--- src/rtl/fifo_wr_arbiter_if.sv ---
// Write-side bundle between NREQ requesters, the arbiter and the shared FIFO.
// master: requester/FIFO side that drives requests, data and the full flag.
// slave : the arbiter, which returns grants and drives the FIFO write port.
interface fifo_wr_arbiter_if #(
    parameter int unsigned NREQ = 4,
    parameter int unsigned DW   = 8
);
    logic [NREQ-1:0]    req_i;
    logic [NREQ*DW-1:0] data_i;
    logic [NREQ-1:0]    gnt_o;
    logic               fifo_full_i;
    logic               fifo_wr_en_o;
    logic [DW-1:0]      fifo_data_o;
    logic               busy_o;

    modport master (
        output req_i, data_i, fifo_full_i,
        input  gnt_o, fifo_wr_en_o, fifo_data_o, busy_o
    );

    modport slave (
        input  req_i, data_i, fifo_full_i,
        output gnt_o, fifo_wr_en_o, fifo_data_o, busy_o
    );
endinterface

--- src/rtl/fifo_wr_arbiter.sv ---
// Round-robin arbiter that merges NREQ write requesters into one shared FIFO.
// The grant is combinational (zero latency) and gated by fifo_full_i/reset_i,
// so a beat is accepted exactly in the cycle its gnt_o bit is high.
// Optional burst locking is enabled by defining FIFO_WR_ARBITER_BURST_EN: the
// first granted requester then keeps the port for up to BURST_LEN beats.
module fifo_wr_arbiter #(
    parameter int unsigned NREQ      = 4,
    parameter int unsigned DW        = 8,
    parameter int unsigned BURST_LEN = 4
) (
    input  logic             clk_i,
    input  logic             reset_i,
    fifo_wr_arbiter_if.slave bus
);
    localparam int unsigned PW = (NREQ > 1) ? $clog2(NREQ) : 1;

    logic [PW-1:0]   ptr;
    logic [NREQ-1:0] elig_c;
    logic [NREQ-1:0] gnt_c;
    logic [PW-1:0]   win_c;
    logic            found_c;
    logic [DW-1:0]   data_c;

    // (base + off) mod NREQ, valid for non-power-of-two NREQ
    function automatic logic [PW-1:0] wrap_add(input logic [PW-1:0] base, input int unsigned off);
        return PW'((32'(base) + off) % NREQ);
    endfunction

`ifdef FIFO_WR_ARBITER_BURST_EN
    localparam int unsigned CW = $clog2(BURST_LEN + 1);

    typedef enum logic {
        IDLE = 1'b0,
        LOCK = 1'b1
    } state_t;

    state_t        state;
    logic [PW-1:0] owner;
    logic [CW-1:0] count;

    // While locked only the burst owner may compete
    assign elig_c = (state == LOCK) ? (bus.req_i & (NREQ'(1) << owner)) : bus.req_i;

    // Burst lock FSM and rotation pointer; pointer moves past the owner on unlock
    always_ff @(posedge clk_i) begin
        if (reset_i) begin
            state <= IDLE;
            owner <= '0;
            count <= '0;
            ptr   <= '0;
        end else begin
            case (state)
                IDLE: begin
                    if (|gnt_c) begin
                        if (BURST_LEN <= 1) begin
                            ptr <= wrap_add(win_c, 1);
                        end else begin
                            state <= LOCK;
                            owner <= win_c;
                            count <= CW'(1);
                        end
                    end
                end
                LOCK: begin
                    if (!bus.req_i[owner]) begin
                        state <= IDLE;
                        count <= '0;
                        ptr   <= wrap_add(owner, 1);
                    end else if (|gnt_c) begin
                        if (32'(count) + 32'd1 >= BURST_LEN) begin
                            state <= IDLE;
                            count <= '0;
                            ptr   <= wrap_add(owner, 1);
                        end else begin
                            count <= count + CW'(1);
                        end
                    end
                end
                default: state <= IDLE;
            endcase
        end
    end

    assign bus.busy_o = !reset_i && ((|bus.req_i) || (state == LOCK));
`else
    assign elig_c = bus.req_i;

    // Rotation pointer: one past the last accepted requester
    always_ff @(posedge clk_i) begin
        if (reset_i) begin
            ptr <= '0;
        end else if (|gnt_c) begin
            ptr <= wrap_add(win_c, 1);
        end
    end

    assign bus.busy_o = !reset_i && (|bus.req_i);
`endif

    // First eligible requester searching upward from ptr with wrap
    always_comb begin
        found_c = 1'b0;
        win_c   = '0;
        gnt_c   = '0;
        for (int unsigned off = 0; off < NREQ; off++) begin
            if (!found_c && elig_c[wrap_add(ptr, off)]) begin
                found_c = 1'b1;
                win_c   = wrap_add(ptr, off);
            end
        end
        if (found_c && !bus.fifo_full_i && !reset_i) begin
            gnt_c[win_c] = 1'b1;
        end
    end

    // AND-OR mux of the granted beat; zero when nothing is granted
    always_comb begin
        data_c = '0;
        for (int unsigned i = 0; i < NREQ; i++) begin
            if (gnt_c[i]) begin
                data_c = data_c | bus.data_i[i*DW +: DW];
            end
        end
    end

    assign bus.gnt_o        = gnt_c;
    assign bus.fifo_wr_en_o = |gnt_c;
    assign bus.fifo_data_o  = data_c;
endmodule

--- src/flat_wrapper.sv ---
// flat-port wrapper written by rule: the top's interface ports become plain ports
module fifo_wr_arbiter_flat 
#(
    parameter int unsigned NREQ      = 4,
    parameter int unsigned DW        = 8,
    parameter int unsigned BURST_LEN = 4
)
  (clk_i, reset_i, bus_req_i, bus_data_i, bus_fifo_full_i, bus_gnt_o, bus_fifo_wr_en_o, bus_fifo_data_o, bus_busy_o);
  fifo_wr_arbiter_if #(.NREQ(NREQ), .DW(DW)) bus_i ();
  input  logic clk_i;
  input  logic reset_i;
  input wire logic [$bits(bus_i.req_i)-1:0] bus_req_i;
  input wire logic [$bits(bus_i.data_i)-1:0] bus_data_i;
  input wire logic [$bits(bus_i.fifo_full_i)-1:0] bus_fifo_full_i;
  output wire logic [$bits(bus_i.gnt_o)-1:0] bus_gnt_o;
  output wire logic [$bits(bus_i.fifo_wr_en_o)-1:0] bus_fifo_wr_en_o;
  output wire logic [$bits(bus_i.fifo_data_o)-1:0] bus_fifo_data_o;
  output wire logic [$bits(bus_i.busy_o)-1:0] bus_busy_o;
  assign bus_i.req_i = bus_req_i;
  assign bus_i.data_i = bus_data_i;
  assign bus_i.fifo_full_i = bus_fifo_full_i;
  assign bus_gnt_o = bus_i.gnt_o;
  assign bus_fifo_wr_en_o = bus_i.fifo_wr_en_o;
  assign bus_fifo_data_o = bus_i.fifo_data_o;
  assign bus_busy_o = bus_i.busy_o;
  fifo_wr_arbiter #(.NREQ(NREQ), .DW(DW), .BURST_LEN(BURST_LEN)) u_core (.clk_i(clk_i), .reset_i(reset_i), .bus(bus_i));
endmodule
--- config.mk ---
export PLATFORM = sky130hd
export DESIGN_NAME = fifo_wr_arbiter_flat
export DESIGN_NICKNAME = d
export VERILOG_FILES = /design/src/rtl/fifo_wr_arbiter_if.sv /design/src/rtl/fifo_wr_arbiter.sv /design/src/flat_wrapper.sv
export SDC_FILE = /design/constraint.sdc
export NUM_CORES = 1
export LEC_CHECK = 0
export CORE_MARGIN = 10
export CORE_UTILIZATION = 25
export DETAILED_ROUTE_END_ITERATION = 10
export GPL_ROUTABILITY_DRIVEN = 0
export PLACE_DENSITY = 0.75
export SLEW_MARGIN = 15
export SYNTH_ARGS = -nofsm -noshare
export SYNTH_HDL_FRONTEND = slang
export SYNTH_SLANG_ARGS = --single-unit
--- constraint.sdc ---
create_clock -name clk_i -period 3.27 [get_ports clk_i]
set_clock_uncertainty 0.15 [all_clocks]
set_input_delay 0.981 -clock clk_i [delete_from_list [all_inputs] [get_ports clk_i]]
set_output_delay 0.981 -clock clk_i [all_outputs]
set_load 0.02 [all_outputs]
Yosys cells after proc, flatten, opt, wreduce, memory -nomap -nowiden
Index checks and enable logic that the tools add are counted.
- flip-flop bits (word level): 2
- input port bits: 39
- output and inout port bits: 14
- word-level logic and storage cells: 51
- add/subtract/negate cells: 4
- order comparisons: 6
- multiplexer cells: 23
- bitwise logic cells: 3
- reductions and logical operators: 14
- operator list (kind ; count):
    8-bit 2-to-1 mux ; 4
    8-bit OR ; 3
    2-bit by 3-bit less-than comparator with 1-bit output, second input constant ; 5
    1-bit 2-to-1 mux ; 9
    1-bit binary-select mux with 2-bit select ; 4
    2-bit 2-to-1 mux ; 4
    4-bit OR reduction ; 2
    1-bit logical AND ; 7
    1-bit zero test ; 5
    2-bit by 1-bit adder with 2-bit output, second input constant ; 2
    2-bit adder, second input constant ; 2
    4-bit 2-to-1 mux ; 1
    1-bit demux with 2-bit select ; 1
    2-bit by 1-bit >= comparator with 1-bit output, second input constant ; 1

Longest topological paths before layout
- depth in word-level cells: 24
- mapped depth: 10

Worst setup path after synthesis
No wires, ideal clock.
- kind: input port to output port
- from: input bus_req_i[2]
- to: output bus_fifo_wr_en_o
- arrival: 2.344 ns
- required time: 2.139 ns
- path slack: -0.205 ns
- cell stages on the path: 8
- cell sequence: mux2i_1 > nor2_1 > nor3_1 > inv_1 > ha_1 > clkbuf_8 > nor4_2 > nor4_4
- longest elaborated chain between the ends: 18
- elaborated cells on any way between the ends: 31
- RTL lines (item ; RTL line ; source):
    from (decl) ; flat_wrapper.sv:12 ; input wire logic [$bits(bus_i.req_i)-1:0] bus_req_i;
    1-bit binary-select mux with 2-bit select ; fifo_wr_arbiter.sv:106 ; if (!found_c && elig_c[wrap_add(ptr, off)]) begin
    1-bit 2-to-1 mux (implied by the code) ; fifo_wr_arbiter.sv:106 ;
    1-bit 2-to-1 mux ; fifo_wr_arbiter.sv:106 ;
    1-bit zero test ; fifo_wr_arbiter.sv:106 ;
    1-bit logical AND ; fifo_wr_arbiter.sv:106 ;
    1-bit 2-to-1 mux ; fifo_wr_arbiter.sv:106 ;
    1-bit zero test ; fifo_wr_arbiter.sv:106 ;
    1-bit logical AND ; fifo_wr_arbiter.sv:106 ;
    [... 2 more ...] ; n/a ;
    1-bit logical AND ; fifo_wr_arbiter.sv:106 ;
    2-bit 2-to-1 mux ; fifo_wr_arbiter.sv:106 ;
    2-bit by 3-bit less-than comparator with 1-bit output (implied by the code) or 2-bit by 1-bit >= comparator with 1-bit output (tied branches) ; fifo_wr_arbiter.sv:112 ; gnt_c[win_c] = 1'b1;
    1-bit logical AND (implied by the code) ; fifo_wr_arbiter.sv:112 ;
    1-bit 2-to-1 mux (implied by the code) ; fifo_wr_arbiter.sv:112 ;
    1-bit demux with 2-bit select ; n/a ;
    4-bit 2-to-1 mux (*) ; fifo_wr_arbiter.sv:111 ; if (found_c && !bus.fifo_full_i && !reset_i) begin
    4-bit OR reduction (*) ; fifo_wr_arbiter.sv:127 ; assign bus.fifo_wr_en_o = |gnt_c;
    to (decl) ; flat_wrapper.sv:16 ; output wire logic [$bits(bus_i.fifo_wr_en_o)-1:0] bus_fifo_wr_en_o;
Every way passes the cells marked *; elsewhere a longest branch is shown, timed or not. The select of a mux whose other input is x is not followed.

Worst setup path after layout
- from: input bus_req_i[2]
- to: output bus_fifo_data_o[0]
- longest elaborated chain between the ends: 24
- elaborated cells on any way between the ends: 37
- RTL lines (item ; RTL line ; source):
    1-bit binary-select mux with 2-bit select ; fifo_wr_arbiter.sv:106 ;
    1-bit 2-to-1 mux (implied by the code) ; fifo_wr_arbiter.sv:106 ;
    1-bit 2-to-1 mux ; fifo_wr_arbiter.sv:106 ;
    1-bit zero test ; fifo_wr_arbiter.sv:106 ;
    1-bit logical AND ; fifo_wr_arbiter.sv:106 ;
    1-bit 2-to-1 mux ; fifo_wr_arbiter.sv:106 ;
    1-bit zero test ; fifo_wr_arbiter.sv:106 ;
    1-bit logical AND ; fifo_wr_arbiter.sv:106 ;
    [... 8 more ...] ; n/a ;
    4-bit 2-to-1 mux (*) ; fifo_wr_arbiter.sv:111 ;
    8-bit 2-to-1 mux ; fifo_wr_arbiter.sv:120 ; if (gnt_c[i]) begin
    8-bit OR ; fifo_wr_arbiter.sv:121 ; data_c = data_c | bus.data_i[i*DW +: DW];
    8-bit 2-to-1 mux ; fifo_wr_arbiter.sv:120 ;
    8-bit OR ; fifo_wr_arbiter.sv:121 ;
    8-bit 2-to-1 mux ; fifo_wr_arbiter.sv:120 ;
    8-bit OR ; fifo_wr_arbiter.sv:121 ;
    8-bit 2-to-1 mux (*) ; fifo_wr_arbiter.sv:120 ;
    to (decl) ; flat_wrapper.sv:17 ; output wire logic [$bits(bus_i.fifo_data_o)-1:0] bus_fifo_data_o;
Marks and branches as above.

==> results.rst <==
.. list-table::
   :header-rows: 1

   * - Metric
     - Value
   * - Critical path endpoint category
     - output pin
   * - Power per Cell Area
     - 243 nW/um^2
   * - Count of endpoints failing setup in the final report
     - 12
   * - Setup crit start kind
     - input pin
   * - Final Cell Area
     - 1470 um^2
   * - Leakage power summed over all cells
     - 0.000567 uW
   * - Die area
     - 4220 um^2
   * - Cell at the root of the clock tree
     - sky130_fd_sc_hd__clkbuf_4
   * - Data required time of the critical path
     - 2140 ps
   * - Simple-gate share of the synthesized area
     - 24.8%
   * - Max Buffers Root-to-Sink
     - 2
   * - Number of enable-type register cells in the synthesized netlist
     - 0
   * - Post-CTS Hold Buffers
     - 0
   * - Antenna violation net count after detailed routing
     - 0
   * - Cell variety after synth
     - 19
   * - Setup repair after global routing missed its margin
     - yes
   * - Worst path setup slack after routing
     - -278 ps
   * - Fraction of layout instances using a drive strength above 1
     - 61.3%
   * - Number of instances in the placed design
     - 154
   * - Share of synthesized registers carrying an async set or reset
     - 0%
   * - Worst relative slew slack
     - 81.7%
   * - Final worst-path cycle share
     - 109%
   * - Count of clock tree sinks
     - 2
   * - Level count of the clock H-tree
     - 1
   * - Cell area after synthesis
     - 505 um^2
   * - Aggregate routed wire length
     - 2.83 mm
   * - Net count of the finished layout
     - 187
   * - Post-synthesis to final-layout area growth
     - 190%
   * - Maxcap violations
     - 0
   * - Most frequent cells in the layout
     - sky130_fd_sc_hd__clkdlybuf4s50_1, sky130_fd_sc_hd__buf_4, sky130_fd_sc_hd__buf_6, sky130_fd_sc_hd__a22oi_2, sky130_fd_sc_hd__a21oi_2
   * - Post-route insts no fill
     - 169
   * - Number of port buffers
     - 52
   * - Violations in the final reports
     - setup timing
   * - Half-perimeter wire length after detailed placement
     - 2.04 mm
   * - Slew @ Worst Pin
     - 275 ps
   * - Clock-pin slew of the registers on the worst-case setup and hold paths
     - 30 ps
   * - Dominant combinational cell family by area after synthesis
     - compound AO/OA/AOI/OAI gates
   * - Mapped Avg Cell Area
     - 8.02 um^2
   * - Ports placed on the boundary
     - 53
   * - Area contributors post-synth
     - sky130_fd_sc_hd__a22oi_1, sky130_fd_sc_hd__a21oi_1, sky130_fd_sc_hd__clkbuf_8
   * - Xor/xnor cell area share of the yosys netlist
     - 0%
   * - Run status
     - complete, but fails checks
   * - Via count
     - 824
   * - Later-pin clock latency in the skew report
     - 220 ps
   * - Row count
     - 16
   * - Max reg flops
     - 2
   * - Post-synthesis sequential area ratio
     - 7.92%
   * - Average wire per standard cell
     - 16.7 um
   * - Largest registers ranked by flip-flop count
     - u_core.ptr x2
   * - Mux share of post-synthesis cell area
     - 3.96%
   * - Worst Setup Path Type
     - input pin to output pin
   * - Syn Inst Count
     - 63
   * - Pin count of the biggest net entering global routing
     - 9
   * - Number of antenna violations at the first check in global routing
     - 0
   * - Type of the most critical hold path
     - flop to flop
   * - Placed standard-cell area
     - 1170 um^2
   * - Fmax
     - 282 MHz
   * - Synthesized netlist net count
     - 106
   * - Adder and majority cell fraction of the synthesized area
     - 9.90%
   * - Initial core utilization
     - 26.0%
   * - Leading register cell type out of synthesis
     - sky130_fd_sc_hd__dfxtp_1
   * - TritonCTS clock tree
     - built
   * - Area fraction in compound gates after synthesis
     - 39.4%
   * - Number of remaining DRC errors
     - 0
   * - Diode count
     - 0
   * - Fraction of post-synthesis cell area in the top cell type by area
     - 23.8%
   * - Total global-route track usage
     - 13.2%
   * - Synth warnings
     - 0
   * - Number of synthesized register bits
     - 2
   * - Placeable core region
     - 1940 um^2
   * - Initial DRC count
     - 11
   * - Endpoints failing hold
     - 0
   * - Wire length of the first global-routing pass
     - 4.44 mm
   * - Most common cell after layout, fill and taps aside
     - sky130_fd_sc_hd__clkdlybuf4s50_1
   * - Chip width
     - 65.0 um
   * - Top reg by flops
     - u_core.ptr
   * - Clock buffer count from CTS
     - 3
   * - Fillcell total
     - 143
   * - Remaining Overflow, GRT
     - 0
   * - Vias in the first global route
     - 964
   * - Worst slack, placed
     - -1250 ps
   * - Height of the die
     - 65.0 um
   * - Area leader, netlist
     - sky130_fd_sc_hd__a22oi_1
   * - Vias per Instance
     - 4.88
   * - Time the final worst path needs with I/O delays and setup
     - 3550 ps
   * - Maximum fanout along the worst path
     - 6
   * - Worst EP arrival
     - 2420 ps
   * - Peak VDD IR
     - 247 uV
   * - Total iterations of the first detailed-routing run
     - 4
   * - Final max-slew violation count
     - 0
==> cell type report <==
cell class	count	area [um^2]	area share [%]
timing repair buffer	81	772	52.6
multi-input combinational	53	583	39.7
sequential	2	40.0	2.73
tap	27	33.8	2.30
clock buffer	3	22.5	1.53
inverter	3	16.3	1.11
==> timing repair <==
item / in CTS / in global routing
buffers inserted: 10 / 3
endpoints found under the setup margin: 14 / 14
gates resized for setup: 130 / 12
pin swaps: 15 / 9
==> final timing paths <==
check                                                start                          to  slack [ps]  depth (start not counted)
worst min register to register  u_core.ptr[0]$_SDFFE_PP0P_  u_core.ptr[0]$_SDFFE_PP0P_         420                          2
worst max register to register  u_core.ptr[1]$_SDFFE_PP0P_  u_core.ptr[1]$_SDFFE_PP0P_         830                         13
worst min-delay path            u_core.ptr[0]$_SDFFE_PP0P_  u_core.ptr[0]$_SDFFE_PP0P_         420                          2
worst max-delay path                          bus_req_i[2]          bus_fifo_data_o[0]        -280                         12
==> synth_stat cells, types with 2 or more instances <==
cell type                  number
sky130_fd_sc_hd__a22oi_1       16
sky130_fd_sc_hd__a21oi_1       11
sky130_fd_sc_hd__nor2_1         5
sky130_fd_sc_hd__and2_1         4
sky130_fd_sc_hd__clkbuf_8       4
sky130_fd_sc_hd__ha_1           4
sky130_fd_sc_hd__inv_1          3
sky130_fd_sc_hd__dfxtp_1        2
sky130_fd_sc_hd__mux2i_1        2
sky130_fd_sc_hd__nor3_1         2
sky130_fd_sc_hd__nor4_4         2
==> cell families after synthesis <==
logic type / after synthesis
buffers and inverters: 8
adder cells (fa/ha/maj): 4
AO/OA/AOI/OAI: 30
multiplexers: 2
flip-flops: 2
AND/OR/NAND/NOR: 17
==> report_power, final <==
group          switching, uW  internal (uW)
logic                    114            158
clock network           14.3           40.5
registers               3.10           26.8
total                    131            225
==> per-stage QoR <==
| stage | TNS [ps] | total power (uW) | utilization [%] | hold WS (ps) |
|---|---|---|---|---|
| global placement | -15070 | 228 | 60.3 | 368 |
| finish | -2520 | 357 | 75.6 | 421 |
| floorplan | -53.7 | 130 | - | 336 |
| CTS | -3020 | 343 | 72.4 | 379 |
| global route | -3450 | 381 | 75.6 | 484 |
| detailed placement | -16150 | 231 | 60.3 | 370 |
==> routing by layer <==
metal / vias to the layer above / GRT usage, % / share of wire, %
met5: - / 0 / 0
met4: 0 / 6.15 / 1.8
met3: 6 / 2.23 / 4.3
met2: 34 / 26.2 / 58
met1: 382 / 12.6 / 36
li1: 402 / - / -
==> worst max-delay path: stages <==
cell                      delay, ps
sky130_fd_sc_hd__buf_8          100
sky130_fd_sc_hd__mux2i_1        130
sky130_fd_sc_hd__nor2_1          70
sky130_fd_sc_hd__nor3_2         140
sky130_fd_sc_hd__buf_4          160
sky130_fd_sc_hd__inv_4           40
sky130_fd_sc_hd__buf_6          110
sky130_fd_sc_hd__ha_4           180
sky130_fd_sc_hd__buf_6          140
sky130_fd_sc_hd__a22oi_2        170
sky130_fd_sc_hd__a21oi_2         70
sky130_fd_sc_hd__buf_6          130
Note: power is estimated with default switching activity, not from simulation.
